===== config.mk =====
export PLATFORM = sky130hd
export DESIGN_NAME = mem_port_arbiter
export DESIGN_NICKNAME = d
export VERILOG_FILES = /design/src/rtl/mem_port_arbiter_pkg.sv /design/src/rtl/mem_port_arbiter.sv
export SDC_FILE = /design/constraint.sdc
export NUM_CORES = 1
export LEC_CHECK = 0
export CAP_MARGIN = 0
export CORE_AREA = 2 2 213 215
export CTS_BUF_LIST = sky130_fd_sc_hd__clkbuf_16
export CTS_CLUSTER_SIZE = 25
export DETAILED_ROUTE_END_ITERATION = 6
export DIE_AREA = 0 0 215 217
export GPL_ROUTABILITY_DRIVEN = 0
export PLACE_DENSITY = 0.43
export SLEW_MARGIN = 20
export SYNTH_ARGS = -nofsm -noshare
export SYNTH_HDL_FRONTEND = slang
export SYNTH_SLANG_ARGS = --single-unit

===== constraint.sdc =====
create_clock -name clk -period 1.9 [get_ports clk]
set_input_delay 0.475 -clock clk [delete_from_list [all_inputs] [get_ports clk]]
set_output_delay 0.475 -clock clk [all_outputs]
set_load 0.01 [all_outputs]

===== src/rtl/mem_port_arbiter_pkg.sv =====
`default_nettype none
// ============================================================================
// Module   : mem_port_arbiter_pkg
// Summary  : Shared encodings for the memory-port arbiter and the LSU.
// Revision : 1.0 - initial release
// ============================================================================
package mem_port_arbiter_pkg;

  typedef enum logic [1:0] {
    ST_IDLE = 2'd0,
    ST_REQ  = 2'd1,
    ST_RESP = 2'd2
  } arb_state_t;

  typedef enum logic {
    OWNER_LSU = 1'b0,
    OWNER_IF  = 1'b1
  } arb_owner_t;

  localparam logic [1:0] c_SIZE_B = 2'd0;
  localparam logic [1:0] c_SIZE_H = 2'd1;
  localparam logic [1:0] c_SIZE_W = 2'd2;
  localparam logic [1:0] c_SIZE_D = 2'd3;

endpackage
`default_nettype wire


===== src/rtl/mem_port_arbiter.sv =====
`default_nettype none
// ============================================================================
// Module   : mem_port_arbiter
// Summary  : Shares one memory port between instruction fetch and the LSU,
//            one transaction outstanding, LSU priority with IF anti-starvation.
// Revision : 1.0 - initial release
// ============================================================================
module mem_port_arbiter
  import mem_port_arbiter_pkg::*;
#(
  parameter int ADDR_W       = 64,
  parameter int DATA_W       = 64,
  parameter int STARVE_LIMIT = 4
) (
  input  logic                clk,
  input  logic                rst_n,
  input  logic                flush,
  input  logic                if_req_valid,
  output logic                if_req_ready,
  input  logic [ADDR_W-1:0]   if_addr,
  output logic                if_rsp_valid,
  output logic [DATA_W-1:0]   if_rsp_data,
  output logic                if_rsp_err,
  input  logic                lsu_req_valid,
  output logic                lsu_req_ready,
  input  logic                lsu_we,
  input  logic [ADDR_W-1:0]   lsu_addr,
  input  logic [DATA_W-1:0]   lsu_wdata,
  input  logic [DATA_W/8-1:0] lsu_wstrb,
  input  logic [1:0]          lsu_size,
  output logic                lsu_rsp_valid,
  output logic [DATA_W-1:0]   lsu_rsp_data,
  output logic                lsu_rsp_err,
  output logic                mem_req_valid,
  input  logic                mem_req_ready,
  output logic                mem_we,
  output logic [ADDR_W-1:0]   mem_addr,
  output logic [DATA_W-1:0]   mem_wdata,
  output logic [DATA_W/8-1:0] mem_wstrb,
  output logic [1:0]          mem_size,
  input  logic                mem_rsp_valid,
  input  logic [DATA_W-1:0]   mem_rsp_data,
  input  logic                mem_rsp_err,
  output logic                busy
);

  localparam int c_CNT_W = (STARVE_LIMIT > 0) ? $clog2(STARVE_LIMIT + 1) : 1;
  localparam logic [c_CNT_W-1:0] c_LIMIT = c_CNT_W'(STARVE_LIMIT);
  localparam logic c_STARVE_EN = (STARVE_LIMIT != 0);

  arb_state_t         r_state;
  arb_state_t         w_state_nxt;
  arb_owner_t         r_owner;
  logic               r_kill;
  logic [c_CNT_W-1:0] r_starve_cnt;
  logic               w_if_win;
  logic               w_lsu_win;

  always_ff @(posedge clk or negedge rst_n) begin
    if (!rst_n) begin
      r_state <= ST_IDLE;
    end else begin
      r_state <= w_state_nxt;
    end
  end

  always_comb begin
    w_state_nxt   = r_state;
    w_if_win      = 1'b0;
    w_lsu_win     = 1'b0;
    if_req_ready  = 1'b0;
    lsu_req_ready = 1'b0;
    mem_req_valid = 1'b0;
    if_rsp_valid  = 1'b0;
    if_rsp_data   = '0;
    if_rsp_err    = 1'b0;
    lsu_rsp_valid = 1'b0;
    lsu_rsp_data  = '0;
    lsu_rsp_err   = 1'b0;
    busy          = (r_state != ST_IDLE);

    case (r_state)
      ST_IDLE: begin
        // rst_n gating keeps both readies low while reset is held
        w_if_win  = rst_n & if_req_valid & ~flush &
                    (~lsu_req_valid | (c_STARVE_EN & (r_starve_cnt == c_LIMIT)));
        w_lsu_win = rst_n & ~w_if_win & lsu_req_valid;
        if_req_ready  = w_if_win;
        lsu_req_ready = w_lsu_win;
        if (w_if_win || w_lsu_win) begin
          w_state_nxt = ST_REQ;
        end
      end
      ST_REQ: begin
        mem_req_valid = 1'b1;
        if (mem_req_ready) begin
          w_state_nxt = ST_RESP;
        end
      end
      ST_RESP: begin
        if (r_owner == OWNER_IF) begin
          // a flush landing on the response cycle kills it as well
          if_rsp_valid = mem_rsp_valid & ~r_kill & ~flush;
          if_rsp_data  = mem_rsp_data;
          if_rsp_err   = if_rsp_valid & mem_rsp_err;
        end else begin
          lsu_rsp_valid = mem_rsp_valid;
          lsu_rsp_data  = mem_rsp_data;
          lsu_rsp_err   = mem_rsp_valid & mem_rsp_err;
        end
        if (mem_rsp_valid) begin
          w_state_nxt = ST_IDLE;
        end
      end
      default: begin
        w_state_nxt = ST_IDLE;
      end
    endcase
  end

  always_ff @(posedge clk or negedge rst_n) begin
    if (!rst_n) begin
      r_owner      <= OWNER_LSU;
      r_kill       <= 1'b0;
      r_starve_cnt <= '0;
      mem_we       <= 1'b0;
      mem_addr     <= '0;
      mem_wdata    <= '0;
      mem_wstrb    <= '0;
      mem_size     <= 2'd0;
    end else begin
      if (w_if_win) begin
        r_owner      <= OWNER_IF;
        r_starve_cnt <= '0;
        mem_we       <= 1'b0;
        mem_addr     <= if_addr;
        mem_wdata    <= '0;
        mem_wstrb    <= '0;
        mem_size     <= c_SIZE_D;
      end else if (w_lsu_win) begin
        r_owner   <= OWNER_LSU;
        mem_we    <= lsu_we;
        mem_addr  <= lsu_addr;
        mem_wdata <= lsu_wdata;
        mem_wstrb <= lsu_wstrb;
        mem_size  <= lsu_size;
        if (if_req_valid && (r_starve_cnt != c_LIMIT)) begin
          r_starve_cnt <= r_starve_cnt + c_CNT_W'(1);
        end
      end

      // the bus transaction still completes; only the IF response is dropped
      if (r_state == ST_IDLE) begin
        r_kill <= 1'b0;
      end else if (flush && (r_owner == OWNER_IF)) begin
        r_kill <= 1'b1;
      end
    end
  end

endmodule
`default_nettype wire


; Word-level counts from Yosys, hierarchy flattened
; Cells that the tools add are included.
[totals]
mem_bits_ro = 0
regBits = 146
memories = 0
out_inout_bits = 275
ram_bits = 0
latch_bits = 0
[classes]
eq_ne = 7
n_reduce_logical = 10
magnitude_cmp = 0
multipliers = 0
n_mux = 36
shift = 0
addsub = 1
bitwise = 14
n_div = 0
[ops]
columns = op, n
row1 = 2-to-1 mux 64 bit, 8
row2 = 2-to-1 mux 1 bit, 17
row3 = 2-to-1 mux 8 bit, 2
row4 = 2-to-1 mux 2 bit, 5
row5 = AND 1 bit, 9
row6 = 2-to-1 mux 3 bit, 3
row7 = nonzero test 2 bit, 4
row8 = inequality test 2 bit (second input constant), 3
row9 = case mux 2 bit (3 select lines), 1
row10 = NOT 1 bit, 4
row11 = adder 3 x 1 -> 3 bit (second input constant), 1
row12 = == test 3 bit (second input constant), 1
row13 = inequality test 3 bit (second input constant), 1
row14 = AND reduction 3 bit, 1
row15 = == test 2 x 1 -> 1 bit (second input constant), 1
row16 = == test 2 bit (second input constant), 1
row17 = logical AND 1 bit, 2
row18 = zero test 2 bit, 1
row19 = AND reduction 2 bit, 1
row20 = logical OR 1 bit, 1
row21 = bitwise OR 1 bit, 1

; Longest topological paths before layout
[logic_depth]
depth_word = 9
ltp_mapped = 7
ltp_nobuf = 5

; Worst setup path after synthesis
; Ideal clock, no wire load.
[synth_timing]
path_type = register to output
from = register r_starve_cnt[0]
to = output if_req_ready
arrival_ns = 1.370
required_time_ns = 1.425
path_buffers = 2
slack_ns = 0.055
stages_incl_launch_ff = 8
path_cell_list = dfrtp_1 > inv_1 > ha_1 > a21bo_2 > nand2_1 > buf_2 > buf_6 > nor2_1
[synth_via]
elab_chain_len = 4
[synth_rtl]
columns = element, line
row1 = start: declaration, mem_port_arbiter.sv:55  ; logic [c_CNT_W-1:0] r_starve_cnt;
row2 = start signal: assignment, mem_port_arbiter.sv:148  ; r_starve_cnt <= r_starve_cnt + c_CNT_W'(1);
row3 = == test 3 bit, mem_port_arbiter.sv:86  ; (~lsu_req_valid | (c_STARVE_EN & (r_starve_cnt == c_LIMIT)));
row4 = bitwise OR 1 bit, mem_port_arbiter.sv:86
row5 = AND 1 bit, mem_port_arbiter.sv:85  ; w_if_win = rst_n & if_req_valid & ~flush &
row6 = 2-to-1 mux 1 bit, mem_port_arbiter.sv:82  ; case (r_state)
row7 = end: declaration, mem_port_arbiter.sv:19  ; output logic if_req_ready,
; No other way between the ends.

; Final worst setup path
[layout_timing]
from = register r_state[0]
to = output lsu_rsp_data[42]
[layout_via]
elab_chain_len = 2
[layout_rtl]
columns = element, line
row1 = start: declaration, mem_port_arbiter.sv:51  ; arb_state_t r_state;
row2 = start signal: assignment, mem_port_arbiter.sv:63  ; r_state <= w_state_nxt;
row3 = == test 2 bit, mem_port_arbiter.sv:82
row4 = 2-to-1 mux 64 bit, mem_port_arbiter.sv:82
row5 = end: declaration, mem_port_arbiter.sv:32  ; output logic [DATA_W-1:0] lsu_rsp_data,
; No other way between the ends.

==> metrics.csv <==
metric;value;unit
status;complete, but fails checks;
violations;negative setup slack;
crit_buf_inv;3;
max_freq;0.446;GHz
drtIter0Drc;390;
fin_ws;-344;ps
wl_met1;18.0;mm
hold_viol;0;
slew_headroom;0.391;
drt-total-wl;40.5;mm
cts_tree;yes;
crit_arrival;1770;ps
dieArea;46700;um2
startpoint;r_state[0];
netlist_area;7570;um2
clk_latency;450;ps
path_class;reg2out;
diodes;0;
antenna_found_initial;3;
endpoint_kind;output port;
hpwl;29.3;mm
synth-compound-area-share;0.210;
syn_area_per_cell;10.3;um2
yosys_warnings;0;
critPathMaxFanout;5;
final-max-slew-violation-count;0;
portBuffers;549;
synth_top_family_by_area;simple AND/OR/NAND/NOR gates;
drc;0;
wl_met3;3.13;mm
wire_per_inst;20.7;um
drt_pass1_iterations;4;
crit_family;buffers and inverters;
ys_seq_area_frac;0.483;
layout_commonest_cell;clkdlybuf4s50_1;
fin_crit_sh;1.18;
synthMuxAreaShare;0.00281;
vias;8308;
netlist_instances;738;
drv_cap;0;
fin_skew;6.70;ps
initial_core_util;0.169;
fin_hold_ws;148;ps
grt_remaining_overflow;0;
rsz0062_at_grt;yes;
synth_enable_flop_cells;0;
fin_area;15800;um2
grt_pass1_wl;58.2;mm
setup_violations;135;
multi_input_area;3670;um2
synth-main-ff-cell;dfrtp_1;
slowest_stage;dfrtp_2;
synth_xor_xnor_area_share;0;
clock_path_buffers;2;
place_area;14400;um2
grt_pass1_vias;8482;
drive_gt1_frac;0.309;
peakVddDrop;539;uV
final_cell_mix;clkdlybuf4s50_1, dfrtp_1, buf_6;
hold_class;in2async;
fillers;4677;
reg2reg_from;r_starve_cnt[1];
crit_chain;nand2b_4 > nor2_4 > buf_6 > clkbuf_16 > and2_1 > buf_2;
pin_count;550;
synth_fa_ha_area_frac;0.00331;
grt_max_degree;66;
path_depth;6;
core;44700;um2
cts.sink_count;146;
start_kind;flip-flop;
async_flop_share;1.00;
yosysUniqueCellTypes;39;
nNetsFinal;1618;
top_layer_used;met5;
regArea;3650;um2
htreeDepth;4;
cts_buffers;17;
p_leak;7.30;nW
post-place-ws;-706;ps
ant_nets;0;
die_w;215;um
area_delta_synth_final;109;%
worstMarginPinSlew;913;ps
power.total;18.0;mW
ys_ff_latch;146;
critPathMaxStageDelay;440;ps
cts-root-buf;clkbuf_16;
fp.dieH;217;um
synth-simple-area-share;0.211;
r2r_cells;9;
dr_wl_met2;19.0;mm
period_needed;2240;ps
path_clk_slew;60;ps
num_rows;78;
required;1420;ps
p_per_area;1130;nW/um2
fin_tns_setup;-38160;ps
synth_nets;1015;
viasPerCell;4.25;
grt_util_all_layers;0.167;
==> power breakdown <==
part	switching, mW	total (mW)	leakage (nW)	internal [mW]
Clock	1.49	3.30	0.274	1.81
Combinational	4.15	9.55	5.30	5.40
Sequential	0.723	5.13	1.73	4.41
Total	6.36	18.0	7.30	11.6
==> stage by stage <==
stage                      util  instances
after floorplan               -        738
after global placement    0.323       1888
after detailed placement  0.323       1888
after CTS                 0.338       1943
after global routing      0.355       1954
final                     0.355       1954
==> worst paths after layout <==
| check | endpoint | slack (ps) |
|---|---|---|
| min in group clk | mem_wdata[42] | 490 |
| hold reg to reg | mem_wdata[42] | 490 |
| max in group asynchronous | mem_wdata[16] | 850 |
| setup reg to reg | mem_addr[11] | 110 |
| hold / removal | mem_addr[18] | 150 |
| setup / recovery | lsu_rsp_data[42] | -340 |
==> layer usage <==
metal,GRT usage,vias up
met1,0.218,4050
met5,0,-
li1,-,3906
met4,0.0377,6
met2,0.264,320
met3,0.0595,26
==> tightest hold or removal path: stages <==
cell	delay [ps]
buf_6	90
buf_4	170
buf_4	220
==> flip-flops by register name, indices dropped and copies added (netlist names) <==
name          flops
mem_wstrb         8
mem_we            1
r_owner           1
r_kill            1
mem_size          2
r_state           2
mem_wdata        64
r_starve_cnt      3
mem_addr         64
==> synthesized netlist by cell type, types with 2 or more instances <==
library cell,count,area (um2)
and2_1,65,407
a22o_1,74,648
nand2b_1,2,12.5
a221oi_1,20,175
o21ai_0,3,15.0
dfrtp_1,146,3650
buf_4,9,67.6
clkbuf_1,32,120
a21oi_1,2,10.0
ha_1,2,25.0
nor3_1,2,10.0
buf_1,7,26.3
nor4_1,65,407
nor2_1,67,251
a22oi_1,2,15.0
and3_1,64,400
buf_2,25,125
nand2_1,6,22.5
inv_1,72,270
nor2b_1,6,37.5
a221oi_2,44,661
buf_6,6,67.6
==> timing repair <==
| action | 4_1_cts | 5_1_grt |
|---|---|---|
| gates cloned | 6 | 6 |
| setup buffers | 17 | 8 |
| resized for setup | 647 | 146 |
| setup endpoints to repair | 161 | 243 |
| hold buffers | 0 | 0 |
| pin swaps | 16 | 23 |
==> layout make-up <==
cell class	count	share of cell area
clock inverters	15	0.00853
repair buffers	663	0.438
clock buffers	17	0.0268
inverters	73	0.0173
multi-input cells	440	0.231
well taps	600	0.0474
flip-flops and latches	146	0.231
==> kinds of logic after synthesis <==
family                     Yosys count
muxes                                2
buffers and inverters              152
DFF                                146
AOI/OAI and AO/OA                  153
and+or+nand+nor                    283
adders and majority gates            2
Note: power is estimated with default switching activity, not from simulation.
